===== src/rtl/huc6270_pkg.sv =====
// Shared definitions for the HuC6270 register-port arbiter: register indices,
// sequencer states and strobe helpers.
package huc6270_pkg;

    localparam logic [4:0] REG_MAWR = 5'h00;
    localparam logic [4:0] REG_MARR = 5'h01;
    localparam logic [4:0] REG_VWR  = 5'h02;
    localparam logic [4:0] REG_VRR  = 5'h02;
    localparam logic [4:0] REG_CR   = 5'h05;
    localparam logic [4:0] REG_RCR  = 5'h06;
    localparam logic [4:0] REG_BXR  = 5'h07;
    localparam logic [4:0] REG_BYR  = 5'h08;
    localparam logic [4:0] REG_MWR  = 5'h09;
    localparam logic [4:0] REG_LAST = 5'h13;

    localparam int STB_CW = 2;

    typedef enum logic [1:0] {
        IDLE = 2'd0,
        SEL  = 2'd1,
        ACC  = 2'd2,
        REL  = 2'd3
    } vdc_state_e;

    // {WRn, RDn, A2} of the data phase; status reads go to A2=0.
    function automatic logic [2:0] acc_strobes(input logic sr, input logic we);
        logic [2:0] s;
        if (sr) begin
            s = 3'b100;
        end else if (we) begin
            s = 3'b011;
        end else begin
            s = 3'b101;
        end
        return s;
    endfunction

    function automatic logic [15:0] sel_word(input logic [4:0] r);
        return {11'b0, r};
    endfunction

endpackage


===== src/rtl/huc6270_rr_arb.sv =====
// Two-way round-robin arbiter; the pointer moves past the winner when the
// grant is accepted.
module huc6270_rr_arb (
    input  logic       CLK,
    input  logic       RES,
    input  logic [1:0] req,
    input  logic       accept,
    output logic       gnt_valid,
    output logic       gnt_id
);

    logic ptr_r;

    // Winner selection: a lone requester wins, a tie goes to the pointer.
    always_comb begin
        gnt_valid = |req;
        case (req)
            2'b01:   gnt_id = 1'b0;
            2'b10:   gnt_id = 1'b1;
            2'b11:   gnt_id = ptr_r;
            default: gnt_id = 1'b0;
        endcase
    end

    // Pointer update on an accepted grant.
    always_ff @(posedge CLK) begin
        if (RES) begin
            ptr_r <= 1'b0;
        end else if (accept && gnt_valid) begin
            ptr_r <= ~gnt_id;
        end else begin
            ptr_r <= ptr_r;
        end
    end

endmodule


===== src/rtl/huc6270_port_arb.sv =====
// Shares the HuC6270 register port between two requesters, issuing each access
// as an atomic select-write plus data access, with a shadow of the chip's select.
module huc6270_port_arb
    import huc6270_pkg::*;
#(
    parameter int SKIP_SEL = 1,
    parameter int STB_CYC  = 1
) (
    input  logic        CLK,
    input  logic        RES,
    input  logic        CE,
    input  logic [1:0]  REQ,
    input  logic [1:0]  REQ_SR,
    input  logic [1:0]  WE,
    input  logic [4:0]  REG0,
    input  logic [4:0]  REG1,
    input  logic [15:0] WD0,
    input  logic [15:0] WD1,
    output logic [1:0]  ACK,
    output logic [15:0] RD0,
    output logic [15:0] RD1,
    output logic        VDC_CSn,
    output logic        VDC_WRn,
    output logic        VDC_RDn,
    output logic        VDC_A2,
    output logic [15:0] VDC_DO,
    input  logic [15:0] VDC_DI
);

    localparam logic [STB_CW-1:0] STB_LAST = STB_CW'(STB_CYC - 1);

    vdc_state_e        state_r;
    logic [STB_CW-1:0] cnt_r;
    logic              gnt_id_r;
    logic              sr_r;
    logic              we_r;
    logic [4:0]        reg_r;
    logic [15:0]       wd_r;
    logic [15:0]       cap_r;
    logic [4:0]        shadow_r;
    logic              shadow_vld_r;

    logic [1:0]        req_s;
    logic              accept_s;
    logic              gnt_valid_s;
    logic              gnt_id_s;
    logic              win_sr_s;
    logic              win_we_s;
    logic [4:0]        win_reg_s;
    logic [15:0]       win_wd_s;
    logic              need_sel_s;
    logic              last_s;

    // A requester is ignored while its own ACK is high.
    assign req_s    = REQ & ~ACK;
    assign accept_s = CE && (state_r == IDLE);
    assign last_s   = (cnt_r == STB_LAST);

    huc6270_rr_arb u_arb (
        .CLK       (CLK),
        .RES       (RES),
        .req       (req_s),
        .accept    (accept_s),
        .gnt_valid (gnt_valid_s),
        .gnt_id    (gnt_id_s)
    );

    // Winner's request fields and whether its select write can be skipped.
    always_comb begin
        if (gnt_id_s) begin
            win_sr_s  = REQ_SR[1];
            win_we_s  = WE[1];
            win_reg_s = REG1;
            win_wd_s  = WD1;
        end else begin
            win_sr_s  = REQ_SR[0];
            win_we_s  = WE[0];
            win_reg_s = REG0;
            win_wd_s  = WD0;
        end
        if (win_sr_s) begin
            need_sel_s = 1'b0;
        end else if ((SKIP_SEL != 0) && shadow_vld_r && (shadow_r == win_reg_s)) begin
            need_sel_s = 1'b0;
        end else begin
            need_sel_s = 1'b1;
        end
    end

    // Access sequencer with registered port strobes, shadow select and read data.
    always_ff @(posedge CLK) begin
        if (RES) begin
            state_r      <= IDLE;
            cnt_r        <= {STB_CW{1'b0}};
            gnt_id_r     <= 1'b0;
            sr_r         <= 1'b0;
            we_r         <= 1'b0;
            reg_r        <= 5'h00;
            wd_r         <= 16'h0000;
            cap_r        <= 16'h0000;
            shadow_r     <= 5'h00;
            shadow_vld_r <= 1'b0;
            ACK          <= 2'b00;
            RD0          <= 16'h0000;
            RD1          <= 16'h0000;
            VDC_CSn      <= 1'b1;
            VDC_WRn      <= 1'b1;
            VDC_RDn      <= 1'b1;
            VDC_A2       <= 1'b0;
            VDC_DO       <= 16'h0000;
        end else begin
            ACK <= 2'b00;
            if (CE) begin
                case (state_r)
                    IDLE: begin
                        if (gnt_valid_s) begin
                            gnt_id_r <= gnt_id_s;
                            sr_r     <= win_sr_s;
                            we_r     <= win_we_s;
                            reg_r    <= win_reg_s;
                            wd_r     <= win_wd_s;
                            cnt_r    <= {STB_CW{1'b0}};
                            VDC_CSn  <= 1'b0;
                            if (need_sel_s) begin
                                state_r      <= SEL;
                                VDC_WRn      <= 1'b0;
                                VDC_RDn      <= 1'b1;
                                VDC_A2       <= 1'b0;
                                VDC_DO       <= sel_word(win_reg_s);
                                shadow_r     <= win_reg_s;
                                shadow_vld_r <= 1'b1;
                            end else begin
                                state_r <= ACC;
                                {VDC_WRn, VDC_RDn, VDC_A2} <= acc_strobes(win_sr_s, win_we_s);
                                if (win_we_s && !win_sr_s) begin
                                    VDC_DO <= win_wd_s;
                                end
                            end
                        end
                    end
                    SEL: begin
                        if (last_s) begin
                            state_r <= ACC;
                            cnt_r   <= {STB_CW{1'b0}};
                            {VDC_WRn, VDC_RDn, VDC_A2} <= acc_strobes(sr_r, we_r);
                            if (we_r && !sr_r) begin
                                VDC_DO <= wd_r;
                            end
                        end else begin
                            cnt_r <= cnt_r + STB_CW'(1);
                        end
                    end
                    ACC: begin
                        if (last_s) begin
                            state_r <= REL;
                            cnt_r   <= {STB_CW{1'b0}};
                            VDC_CSn <= 1'b1;
                            VDC_WRn <= 1'b1;
                            VDC_RDn <= 1'b1;
                            cap_r   <= VDC_DI;
                        end else begin
                            cnt_r <= cnt_r + STB_CW'(1);
                        end
                    end
                    REL: begin
                        state_r <= IDLE;
                        ACK     <= gnt_id_r ? 2'b10 : 2'b01;
                        // Read data only moves on reads; a write ACK leaves RDg as it was.
                        if (sr_r || !we_r) begin
                            if (gnt_id_r) begin
                                RD1 <= cap_r;
                            end else begin
                                RD0 <= cap_r;
                            end
                        end
                    end
                    default: begin
                        state_r <= IDLE;
                    end
                endcase
            end
        end
    end

endmodule


===== config.mk =====
export PLATFORM = sky130hd
export DESIGN_NAME = huc6270_port_arb
export DESIGN_NICKNAME = d
export VERILOG_FILES = /design/src/rtl/huc6270_pkg.sv /design/src/rtl/huc6270_rr_arb.sv /design/src/rtl/huc6270_port_arb.sv
export SDC_FILE = /design/constraint.sdc
export NUM_CORES = 1
export LEC_CHECK = 0
export CAP_MARGIN = 20
export CORE_AREA = 2 2 73 128
export DETAILED_ROUTE_END_ITERATION = 10
export DIE_AREA = 0 0 75 130
export PLACE_DENSITY = 0.82
export REMOVE_ABC_BUFFERS = 1
export SLEW_MARGIN = 20
export SYNTH_ARGS = -nofsm -noshare
export SYNTH_HDL_FRONTEND = slang
export SYNTH_SLANG_ARGS = --single-unit

===== constraint.sdc =====
create_clock -name CLK -period 6.31 [get_ports CLK]
set_clock_uncertainty 0.1 [all_clocks]
set_input_delay 1.893 -clock CLK [delete_from_list [all_inputs] [get_ports CLK]]
set_output_delay 1.893 -clock CLK [all_outputs]
set_load 0.01 [all_outputs]

==> results.json <==
{
  "startpoint_type": "input port",
  "initial_core_util_pct": 50.6,
  "fin_ws_ns": 1.28,
  "drt_iter0_drc": 246,
  "tightestPinTransition_ns": 1.05,
  "syn_area_mm2": 0.00446,
  "placed_area_mm2": 0.00569,
  "yosysWarnings": 0,
  "hold_end": "RD0[10]$_SDFFE_PP0P_",
  "hp-class": "reg -> reg",
  "crit_required_ns": 6.46,
  "die_h_um": 130,
  "synth_common_cells": "117 x nand2_1, 100 x dfxtp_1, 68 x a21oi_1, 61 x nor2_1, 34 x clkbuf_1",
  "grt_pass1_vias": 4074,
  "p_int_mw": 1.12,
  "avgSynthCellArea_um2": 8.04,
  "async_reset_ff_share_pct": 0,
  "die-area_mm2": 0.00975,
  "reg2reg_depth": 8,
  "area_growth_syn_to_layout_pct": 34.6,
  "root_buffer": "clkbuf_16",
  "grt_overflow": 0,
  "io_buffers": 120,
  "synth-main-ff-cell": "dfxtp_1",
  "cap_violations": 0,
  "swShare_pct": 27.5,
  "r2r_end": "VDC_DO[0]$_SDFFE_PP0P_",
  "max-slew-margin-rel_pct": 29.9,
  "synth_most_common_cell": "nand2_1",
  "clkPwrFrac_pct": 36.4,
  "place_ws_ns": 0.994,
  "clk_path_buf_depth": 2,
  "post_drt_wl_per_cell_um": 15.3,
  "seq_area_mm2": 0.00200,
  "arrival_ns": 5.18,
  "setup_violations": 0,
  "postCtsHoldBufs": 0,
  "post-route-drc-count": 0,
  "finalHoldViolations": 0,
  "dieWidth_um": 75,
  "via_count": 4298,
  "finalWirelength_um": 11800,
  "io_pins": 121,
  "cts_setup_buffers": 0,
  "r2r_slack_ns": 3.00,
  "drive_gt1_share_pct": 5.35,
  "ctsHtreeMaxLevel": 3,
  "clock.fmax_ghz": 0.199,
  "tns_ns": 0,
  "wl_met3_um": 600,
  "p_seq_share_pct": 44.9,
  "synth-edff-count": 0,
  "rr_startpoint": "ACK[0]$_SDFF_PP0_",
  "antenna_found_initial": 0,
  "synth.area.top_cells": "dfxtp_1 45%, nand2_1 9.9%, a21oi_1 7.6%",
  "min_period_ns": 5.03,
  "hold_ws_ns": 0.354,
  "p_comb_share_pct": 18.6,
  "power_density_mw_per_mm2": 256,
  "clk-insertion-delay-late_ns": 0.34,
  "hp-start": "RD0[10]$_SDFFE_PP0P_",
  "detail-route-antenna-nets": 0,
  "nFillCells": 743,
  "cp_max_fo": 12,
  "multi_input_area_mm2": 0.00228,
  "core_mm2": 0.00881,
  "gr-usage-all-layers_pct": 25.2,
  "dr.pass1.iters": 7,
  "post-dp-hpwl_um": 8430,
  "viasPerCell": 5.55,
  "wl_met1_um": 4510,
  "clkTransAtPathRegs_ns": 0.07,
  "whs_path_depth": 2,
  "status": "finished, final reports clean",
  "fin_crit_sh_pct": 79.6,
  "cp-end-kind": "register",
  "clock_sinks": 100,
  "final_area_mm2": 0.00600,
  "rsz0062_at_grt": "false",
  "highest_layer": "met4",
  "n_antenna_cell": 0,
  "crit_path_max_incr_delay_ns": 0.69,
  "ys_seq_elements": 100,
  "power.leakage_nw": 2.12,
  "power.switching_uw": 423,
  "rows": 46,
  "synthCells": 554,
  "peakVddDrop_v": 0.000190,
  "ys_seq_area_share_pct": 44.9,
  "yosysUniqueCellTypes": 51,
  "crit_slowest_cell": "o221ai_1",
  "cts_buffers": 9,
  "slew_violations": 0,
  "crit_chain": "clkdlybuf4s50_1 -> nor3b_2 -> nor2_2 -> mux2_2 -> o221ai_1 -> or3_1 -> nand2_1 -> a21bo_1 -> a311oi_2",
  "synth_largest_area_cell": "dfxtp_1",
  "synth_top_cell_area_share_pct": 44.9,
  "cts_tree": "yes",
  "cts_resized": 0,
  "grt_max_degree": 101,
  "dr_wl_met2_um": 6310,
  "path_class": "in -> reg",
  "grt_first_pass_wirelength_um": 18900,
  "final_nets": 722,
  "finalWeightedCongestion": 0.821
}
-- area by class of cell --
cell class / instances / share of cell area, %
Inverter: 9 / 0.563
Timing Repair Buffer: 124 / 20.5
Clock buffer: 9 / 3.75
Multi-Input combinational cell: 405 / 38.0
Sequential cell: 100 / 33.4
Tap cell: 120 / 2.50
Clock inverter: 7 / 1.38
-- metrics by stage --
step | utilization [%] | power (mW) | instances
global placement | 64.6 | 0.979 | 758
global route | 68.1 | 1.61 | 774
CTS | 68.1 | 1.55 | 774
detailed placement | 64.6 | 0.990 | 758
finish | 68.1 | 1.54 | 774
floorplan | - | 0.857 | 514
-- cells in the final DEF (no fill, tap or decap), drive strengths merged, types with 5 or more instances in the layout --
master and n:
clkdlybuf4s50 119, nand2 117, dfxtp 100, a21oi 68
nor2 62, a211oi 32, mux2i 22, o21ai 13
a22oi 11, inv 11, clkbuf 9, nand3 8
and3 6, ha 6, nor3 6, buf 5
-- logic make-up (layout without fill, tap and decap cells) --
kind of cell	after synthesis	after routing	share of synthesized area [%]
AND/OR/NAND/NOR	225	225	22.0
buffers and inverters	49	149	4.46
multiplexers	25	25	5.70
AO/OA/AOI/OAI	149	149	21.2
flip-flops	100	100	44.9
adder cells (fa/ha/maj)	6	6	1.68
-- critical path, delay by kind of cell --
kind            cells  cell delay (ns)
mux                 1             0.34
simple gates        4             1.20
buf+inv             1             0.50
compound gates      3             1.23
-- per-layer routing --
layer	up-vias	global-route usage (%)
met2	175	44.3
met4	0	14.0
li1	2114	-
met1	1979	27.0
met3	30	5.41
met5	-	0
-- power by group through the flow --
stage	sequential, mW	combinational, mW	clock [mW]
finish	0.691	0.287	0.560
global route	0.696	0.313	0.598
CTS	0.691	0.286	0.570
detailed placement	0.705	0.285	0
global placement	0.704	0.276	0
floorplan	0.708	0.149	0
-- worst max path at each step --
stage	slack, ns	endpoint	cells past startpoint	startpoint
floorplan	0.15	VDC_DO[1]$_SDFFE_PP0P_	8	REQ[0]
global placement	1.13	VDC_DO[0]$_SDFFE_PP0P_	9	REQ[0]
detailed placement	0.99	VDC_DO[0]$_SDFFE_PP0P_	9	REQ[0]
CTS	1.36	VDC_DO[0]$_SDFFE_PP0P_	9	REQ[0]
global route	1.05	VDC_DO[10]$_SDFFE_PP0P_	9	REQ[0]
finish	1.28	VDC_DO[0]$_SDFFE_PP0P_	9	REQ[0]
-- state kept, by name (all words and copies together), names as in the netlist, 2 cells and up --
| signal | count |
|---|---|
| cnt_r | 2 |
| ACK | 2 |
| RD1 | 16 |
| shadow_r | 5 |
| RD0 | 16 |
| state_r | 2 |
| cap_r | 16 |
| VDC_DO | 16 |
| wd_r | 16 |
Power figures use the tool's default switching activity.
